**config.mk**
```make
export PLATFORM = sky130hd
export DESIGN_NAME = difftest_commit_ctrl
export DESIGN_NICKNAME = d
export VERILOG_FILES = /design/src/rtl/npc_trace_pkg.sv /design/src/rtl/commit_watchdog.sv /design/src/rtl/difftest_commit_ctrl.sv
export SDC_FILE = /design/constraint.sdc
export NUM_CORES = 1
export LEC_CHECK = 0
export ABC_AREA = 1
export BUFFER_PORTS_ARGS = -buffer_cell sky130_fd_sc_hd__buf_2
export CAP_MARGIN = 20
export CORE_MARGIN = 2
export CORE_UTILIZATION = 33
export DETAILED_ROUTE_END_ITERATION = 12
export PLACE_DENSITY = 0.55
export SYNTH_ARGS = -nofsm -noshare
export SYNTH_HDL_FRONTEND = slang
export SYNTH_SLANG_ARGS = --single-unit
```
**constraint.sdc**
```tcl
create_clock -name clock -period 11.4 [get_ports clock]
set_clock_uncertainty 0.2 [all_clocks]
set_input_delay 1.71 -clock clock [delete_from_list [all_inputs] [get_ports clock]]
set_output_delay 1.71 -clock clock [all_outputs]
set_load 0.02 [all_outputs]
```
**src/rtl/npc_trace_pkg.sv**
```systemverilog
// Shared types for the NPC difftest trace path.
//   XLEN / ILEN  : datapath and instruction widths
//   dt_state_e   : commit controller FSM states
//   commit_rec_t : one retired-instruction record as latched from writeback
package npc_trace_pkg;

  localparam int XLEN = 64;
  localparam int ILEN = 32;

  typedef enum logic [2:0] {
    ST_IDLE,
    ST_SETTLE,
    ST_REPORT,
    ST_HALT,
    ST_HANG
  } dt_state_e;

  typedef struct packed {
    logic [XLEN-1:0] pc;
    logic [ILEN-1:0] inst;
    logic            skip;
    logic            ebreak;
    logic [XLEN-1:0] a0;
  } commit_rec_t;

endpackage

```
**src/rtl/commit_watchdog.sv**
```systemverilog
// Idle-cycle watchdog for the difftest commit controller.
// Counts cycles in which the core could have committed but did not.
//   clock, reset : clock and asynchronous active-high reset
//   i_clear      : zero the counter (a commit was accepted)
//   i_count_en   : this cycle counts as idle
//   i_limit      : expiry threshold, 0 disables expiry
//   o_expire     : this idle cycle brings the count to the limit
// The caller decides what expiry means; this block only counts and compares.
module commit_watchdog #(
  parameter int W = 16
) (
  input  logic         clock,
  input  logic         reset,
  input  logic         i_clear,
  input  logic         i_count_en,
  input  logic [W-1:0] i_limit,
  output logic         o_expire
);

  logic [W-1:0] r_count;
  logic [W-1:0] w_count_inc;

  // Saturate at all-ones so a huge limit can never be skipped by wrapping.
  assign w_count_inc = (&r_count) ? r_count : r_count + W'(1);

  // Compare against the value the counter is about to take, so the FSM can
  // leave IDLE on the very edge the idle count reaches the limit.
  assign o_expire = i_count_en && (i_limit != '0) && (w_count_inc >= i_limit);

  // NOTE: sequential state uses non-blocking assignments so every register
  // samples pre-edge values regardless of statement order.
  always_ff @(posedge clock or posedge reset) begin
    if (reset) begin
      r_count <= '0;
    end else if (i_clear) begin
      r_count <= '0;
    end else if (i_count_en) begin
      r_count <= w_count_inc;
    end
  end

endmodule

```
**src/rtl/difftest_commit_ctrl.sv**
```systemverilog
// Difftest commit sequencer for the NPC core.
// Takes one retired instruction at a time from writeback, lets it settle for
// SETTLE_CYCLES so register/CSR writes land, then offers it to the trace side
// with a valid/ready handshake. Counts reported commits, latches the halt
// code on ebreak and flags a hang when the core stops committing.
//   clock, reset        : clock and asynchronous active-high reset
//   commit_*            : writeback commit port (valid/ready + record)
//   trace_*             : trace/DPI port (valid/ready + latched record)
//   watchdog_limit      : idle-cycle limit, 0 disables the watchdog
//   inst_count          : reported commits, wraps modulo 2^64
//   halted / halt_ret   : sticky halt flag and a0 of the halting commit
//   hang                : sticky watchdog expiry
module difftest_commit_ctrl
  import npc_trace_pkg::*;
#(
  parameter int SETTLE_CYCLES = 1,
  parameter int TIMEOUT_W     = 16
) (
  input  logic                 clock,
  input  logic                 reset,
  input  logic                 commit_valid,
  output logic                 commit_ready,
  input  logic [XLEN-1:0]      commit_pc,
  input  logic [ILEN-1:0]      commit_inst,
  input  logic                 commit_skip,
  input  logic                 commit_ebreak,
  input  logic [XLEN-1:0]      commit_a0,
  output logic                 trace_valid,
  input  logic                 trace_ready,
  output logic [XLEN-1:0]      trace_pc,
  output logic [ILEN-1:0]      trace_inst,
  output logic                 trace_skip,
  input  logic [TIMEOUT_W-1:0] watchdog_limit,
  output logic [XLEN-1:0]      inst_count,
  output logic                 halted,
  output logic [XLEN-1:0]      halt_ret,
  output logic                 hang
);

  // Settle counter runs SETTLE_CYCLES-1 down to 0; clamp so SETTLE_CYCLES=0
  // elaborates cleanly even though SETTLE is then never entered.
  localparam int         SETTLE_INIT = (SETTLE_CYCLES > 0) ? SETTLE_CYCLES - 1 : 0;
  localparam logic [3:0] SETTLE_LOAD = 4'(SETTLE_INIT);

  dt_state_e   r_state;
  commit_rec_t r_commit;
  logic [3:0]  r_settle_cnt;
  logic        w_accept;
  logic        w_wd_count_en;
  logic        w_expire;

  // Handshake flags decode the state register directly, so they are glitch
  // free and change only on clock edges.
  assign commit_ready  = (r_state == ST_IDLE);
  assign trace_valid   = (r_state == ST_REPORT);
  assign w_accept      = commit_valid && commit_ready;
  // Only an empty IDLE cycle is idle; a stalled trace consumer is not a hang.
  assign w_wd_count_en = (r_state == ST_IDLE) && !commit_valid;

  assign trace_pc   = r_commit.pc;
  assign trace_inst = r_commit.inst;
  assign trace_skip = r_commit.skip;

  commit_watchdog #(
    .W(TIMEOUT_W)
  ) u_watchdog (
    .clock     (clock),
    .reset     (reset),
    .i_clear   (w_accept),
    .i_count_en(w_wd_count_en),
    .i_limit   (watchdog_limit),
    .o_expire  (w_expire)
  );

  always_ff @(posedge clock or posedge reset) begin
    if (reset) begin
      r_state      <= ST_IDLE;
      r_commit     <= '0;
      r_settle_cnt <= '0;
      inst_count   <= '0;
      halted       <= 1'b0;
      halt_ret     <= '0;
      hang         <= 1'b0;
    end else begin
      case (r_state)
        ST_IDLE: begin
          // A commit in the expiry cycle wins: the core is evidently alive.
          if (w_accept) begin
            r_commit     <= '{pc: commit_pc, inst: commit_inst, skip: commit_skip,
                              ebreak: commit_ebreak, a0: commit_a0};
            r_settle_cnt <= SETTLE_LOAD;
            r_state      <= (SETTLE_CYCLES == 0) ? ST_REPORT : ST_SETTLE;
          end else if (w_expire) begin
            r_state <= ST_HANG;
            hang    <= 1'b1;
          end
        end
        ST_SETTLE: begin
          if (r_settle_cnt == 4'd0) begin
            r_state <= ST_REPORT;
          end else begin
            r_settle_cnt <= r_settle_cnt - 4'd1;
          end
        end
        ST_REPORT: begin
          if (trace_ready) begin
            inst_count <= inst_count + 64'd1;
            if (r_commit.ebreak) begin
              r_state  <= ST_HALT;
              halted   <= 1'b1;
              halt_ret <= r_commit.a0;
            end else begin
              r_state <= ST_IDLE;
            end
          end
        end
        default: begin
          // HALT and HANG hold until reset.
        end
      endcase
    end
  end

endmodule

```
==> results.cfg <==
[global_routing]
grt_busiest_layer = met2
grt_use_met1_pct = 22.08
first_global_vias = 11650
grtUsageTotal_pct = 16.71
grt_pass1_wl_mm = 62.85
grtUsageMet2_pct = 26.59
grt_max_degree = 229
antenna_found_initial = 2
gr-total-overflow = 0
use_met3_pct = 4.176

[routing]
drcViolationCount = 0
drt_first_pass_iters = 5
drtAntennaViolNets = 0
vias = 11940
drtIter0Drc = 864
drt-total-wl_mm = 38.84
routedWlPerCell_um = 14.56
vias_per_cell = 4.476

[clocking]
clkSinkCount = 315
clock_latency_ns = 0.54
path_clk_slew_ns = 0.06
cts_buffer_depth = 3
cts_root_buffer = clkbuf_16
cts_tree = done
cts_resized = 0
htreeDepth = 2
post_cts_buffers = 0
cts_buffers = 38
holdBufCountCts = 0

[final_layout]
final_cell_mix = nand2_1 (629), buf_2 (410), dfrtp_1 (315)
mostFrequentLayoutCell = nand2_1
nets = 2250
areaGrowthSynthToFinish_pct = 22.07
nFillCells = 4438
stdcell_count = 2668
layout-drive-gt1-share_pct = 24.58

[logic_synthesis]
yosys_warnings = 0
ys_ff_latch = 315
ys_types = 37
synth_edf_count = 0
ys_seq_area_share_pct = 53.53
synthCells = 1740
synthesis.area_sq_um = 14730
synthAdderAreaFrac_pct = 1.699
synth_xor_area_share_pct = 3.568
async_flop_share_pct = 100.0
synthesis.nets = 1942
synth_top_family_by_area = simple AND/OR/NAND/NOR gates
synth_mux_area_share_pct = 0
synth_compound_area_share_pct = 5.641
synth-main-ff-cell = dfrtp_1
synth_simple_gate_area_share_pct = 24.24
avgSynthCellArea_sq_um = 8.464

[timing]
finalHoldViolations = 0
worst_slew_pin_slew_ns = 1.067
fmax_mhz = 260.0
tns_ns = 0
setup_viol = 0
relSlewSlack_pct = 28.86
min_period_ns = 3.846
maxSlewViolCount = 0
worst_slack_ns = 7.554
rsz0062_at_grt = false
fin_crit_sh_pct = 33.73

[placement]
port_buffers = 410
place_hpwl_mm = 27.55
place_congestion = 0.8753
place_ws_ns = 7.179
dpl.cell_count = 2599

[hold_path]
hold_class = reg -> reg

[power]
power_density_nw_per_um2 = 141.8
power_leakage_uw = 0.01008
vdd_drop_max_mv = 0.09289

[job]
drv_cap = 0

[worst_setup_path]
critPathMaxFanout = 10
arrival_ns = 1.94
start_kind = register
crit_chain = inv_1, nand2_2, clkinv_1, buf_2
crit_type = reg -> out
crit_family = buffers and inverters
crit_required_ns = 9.49
max_stage_delay_ns = 0.41
cp-end-kind = output port
cp_num_buf_inv = 3
critPathSlowestCell = dfrtp_1

[die]
fp.dieW_um = 215.3
die_h_um = 215.3
core_area_sq_um = 44120
io-pin-count = 411
initial_core_util_pct = 33.37
num_rows = 77
die_area_sq_um = 46330

[outcome]
outcome = finished, final reports clean
registers in the layout (all words and copies together) (netlist names), 3 cells and up:
name / count
halt_ret: 64
r_commit: 65
r_state: 3
u_watchdog.r_count: 16
r_settle_cnt: 4
trace_pc: 64
inst_count: 64
trace_inst: 32
synthesized netlist by cell type (2+ instances only):
| cell type | instances | area share, % |
|---|---|---|
| inv_1 | 186 | 4.7 |
| a21oi_1 | 10 | 0.34 |
| o21ai_1 | 4 | 0.14 |
| nand3_1 | 45 | 1.5 |
| o21ai_0 | 142 | 4.8 |
| nor2_1 | 71 | 1.8 |
| nand4_1 | 31 | 1.3 |
| o22ai_1 | 4 | 0.17 |
| nor4_1 | 6 | 0.25 |
| a22o_1 | 2 | 0.12 |
| nor3_1 | 30 | 1.0 |
| clkbuf_1 | 25 | 0.64 |
| nand3b_1 | 5 | 0.25 |
| nand2_1 | 630 | 16 |
| nand2_2 | 3 | 0.13 |
| xnor2_1 | 16 | 0.95 |
| dfrtp_1 | 315 | 54 |
| nor3_4 | 2 | 0.22 |
| buf_4 | 96 | 4.9 |
| xor2_1 | 44 | 2.6 |
| nand2_4 | 4 | 0.31 |
| ha_1 | 20 | 1.7 |
| nor2_8 | 2 | 0.27 |
| buf_2 | 26 | 0.88 |
| or2_2 | 2 | 0.085 |
| nor2_4 | 4 | 0.31 |
| nor2_2 | 5 | 0.21 |
per-stage QoR:
stage               power, uW  utilization, %  hold WS [ns]  cell area (sq um)
floorplan                1279               -        0.2431              14730
global placement         1321           37.73        0.2434              16650
finish                   2548           40.74        0.2616              17980
global route             2658           40.74        0.2757              17970
detailed placement       1324           37.73        0.2505              16650
CTS                      2596           40.67        0.2672              17950
routing by layer:
layer | vias to the layer above | routed length [um]
li1 | 5933 | -
met1 | 5597 | 17250
met2 | 345 | 17890
met3 | 64 | 2673
met4 | 2 | 1008
met5 | - | 16
cell families after synthesis:
group           count (synthesis)
compound gates                163
xor+xnor                       60
fa+ha+maj                      20
buf+inv                       337
flops                         315
simple gates                  845
final timing paths:
| kind | from | end | slack [ns] | depth (start not counted) |
|---|---|---|---|---|
| setup / recovery | r_state[1]$_DFFE_PP0P_ | commit_ready | 7.55 | 4 |
| hold / removal | halted$_DFFE_PP0P_ | halted$_DFFE_PP0P_ | 0.26 | 2 |
| setup reg to reg | u_watchdog.r_count[1]$_DFFE_PP0P_ | r_state[0]$_DFFE_PP0P_ | 8.04 | 19 |
| hold reg to reg | halted$_DFFE_PP0P_ | halted$_DFFE_PP0P_ | 0.26 | 2 |
| max in group asynchronous | reset | halt_ret[55]$_DFFE_PP0P_ | 7.86 | 4 |
| min in group asynchronous | reset | trace_pc[58]$_DFFE_PP0P_ | 1.05 | 2 |
where the power goes:
part,leakage (uW),internal (uW),switching [uW]
sequential,0.00394,1150,13.3
combinational,0.00549,50.0,86.8
clock,0.000644,770,478
total,0.0101,1970,578
cell type report:
class | count | area (sq um) | area share [%]
Multi-Input combinational cell | 1088 | 5191 | 28.88
Clock buffer | 51 | 1101 | 6.125
Inverter | 189 | 719.4 | 4.002
Sequential cell | 315 | 7883 | 43.85
Clock inverter | 16 | 197.7 | 1.100
Antenna cell | 1 | 2.502 | 0.01392
Tap cell | 592 | 740.7 | 4.120
Timing Repair Buffer | 416 | 2142 | 11.92
tightest hold or removal path, stage by stage (launching register included):
cell     delay (ns)
dfrtp_1        0.34
inv_1          0.04
nand2_1        0.05
Power figures use the tool's default switching activity.
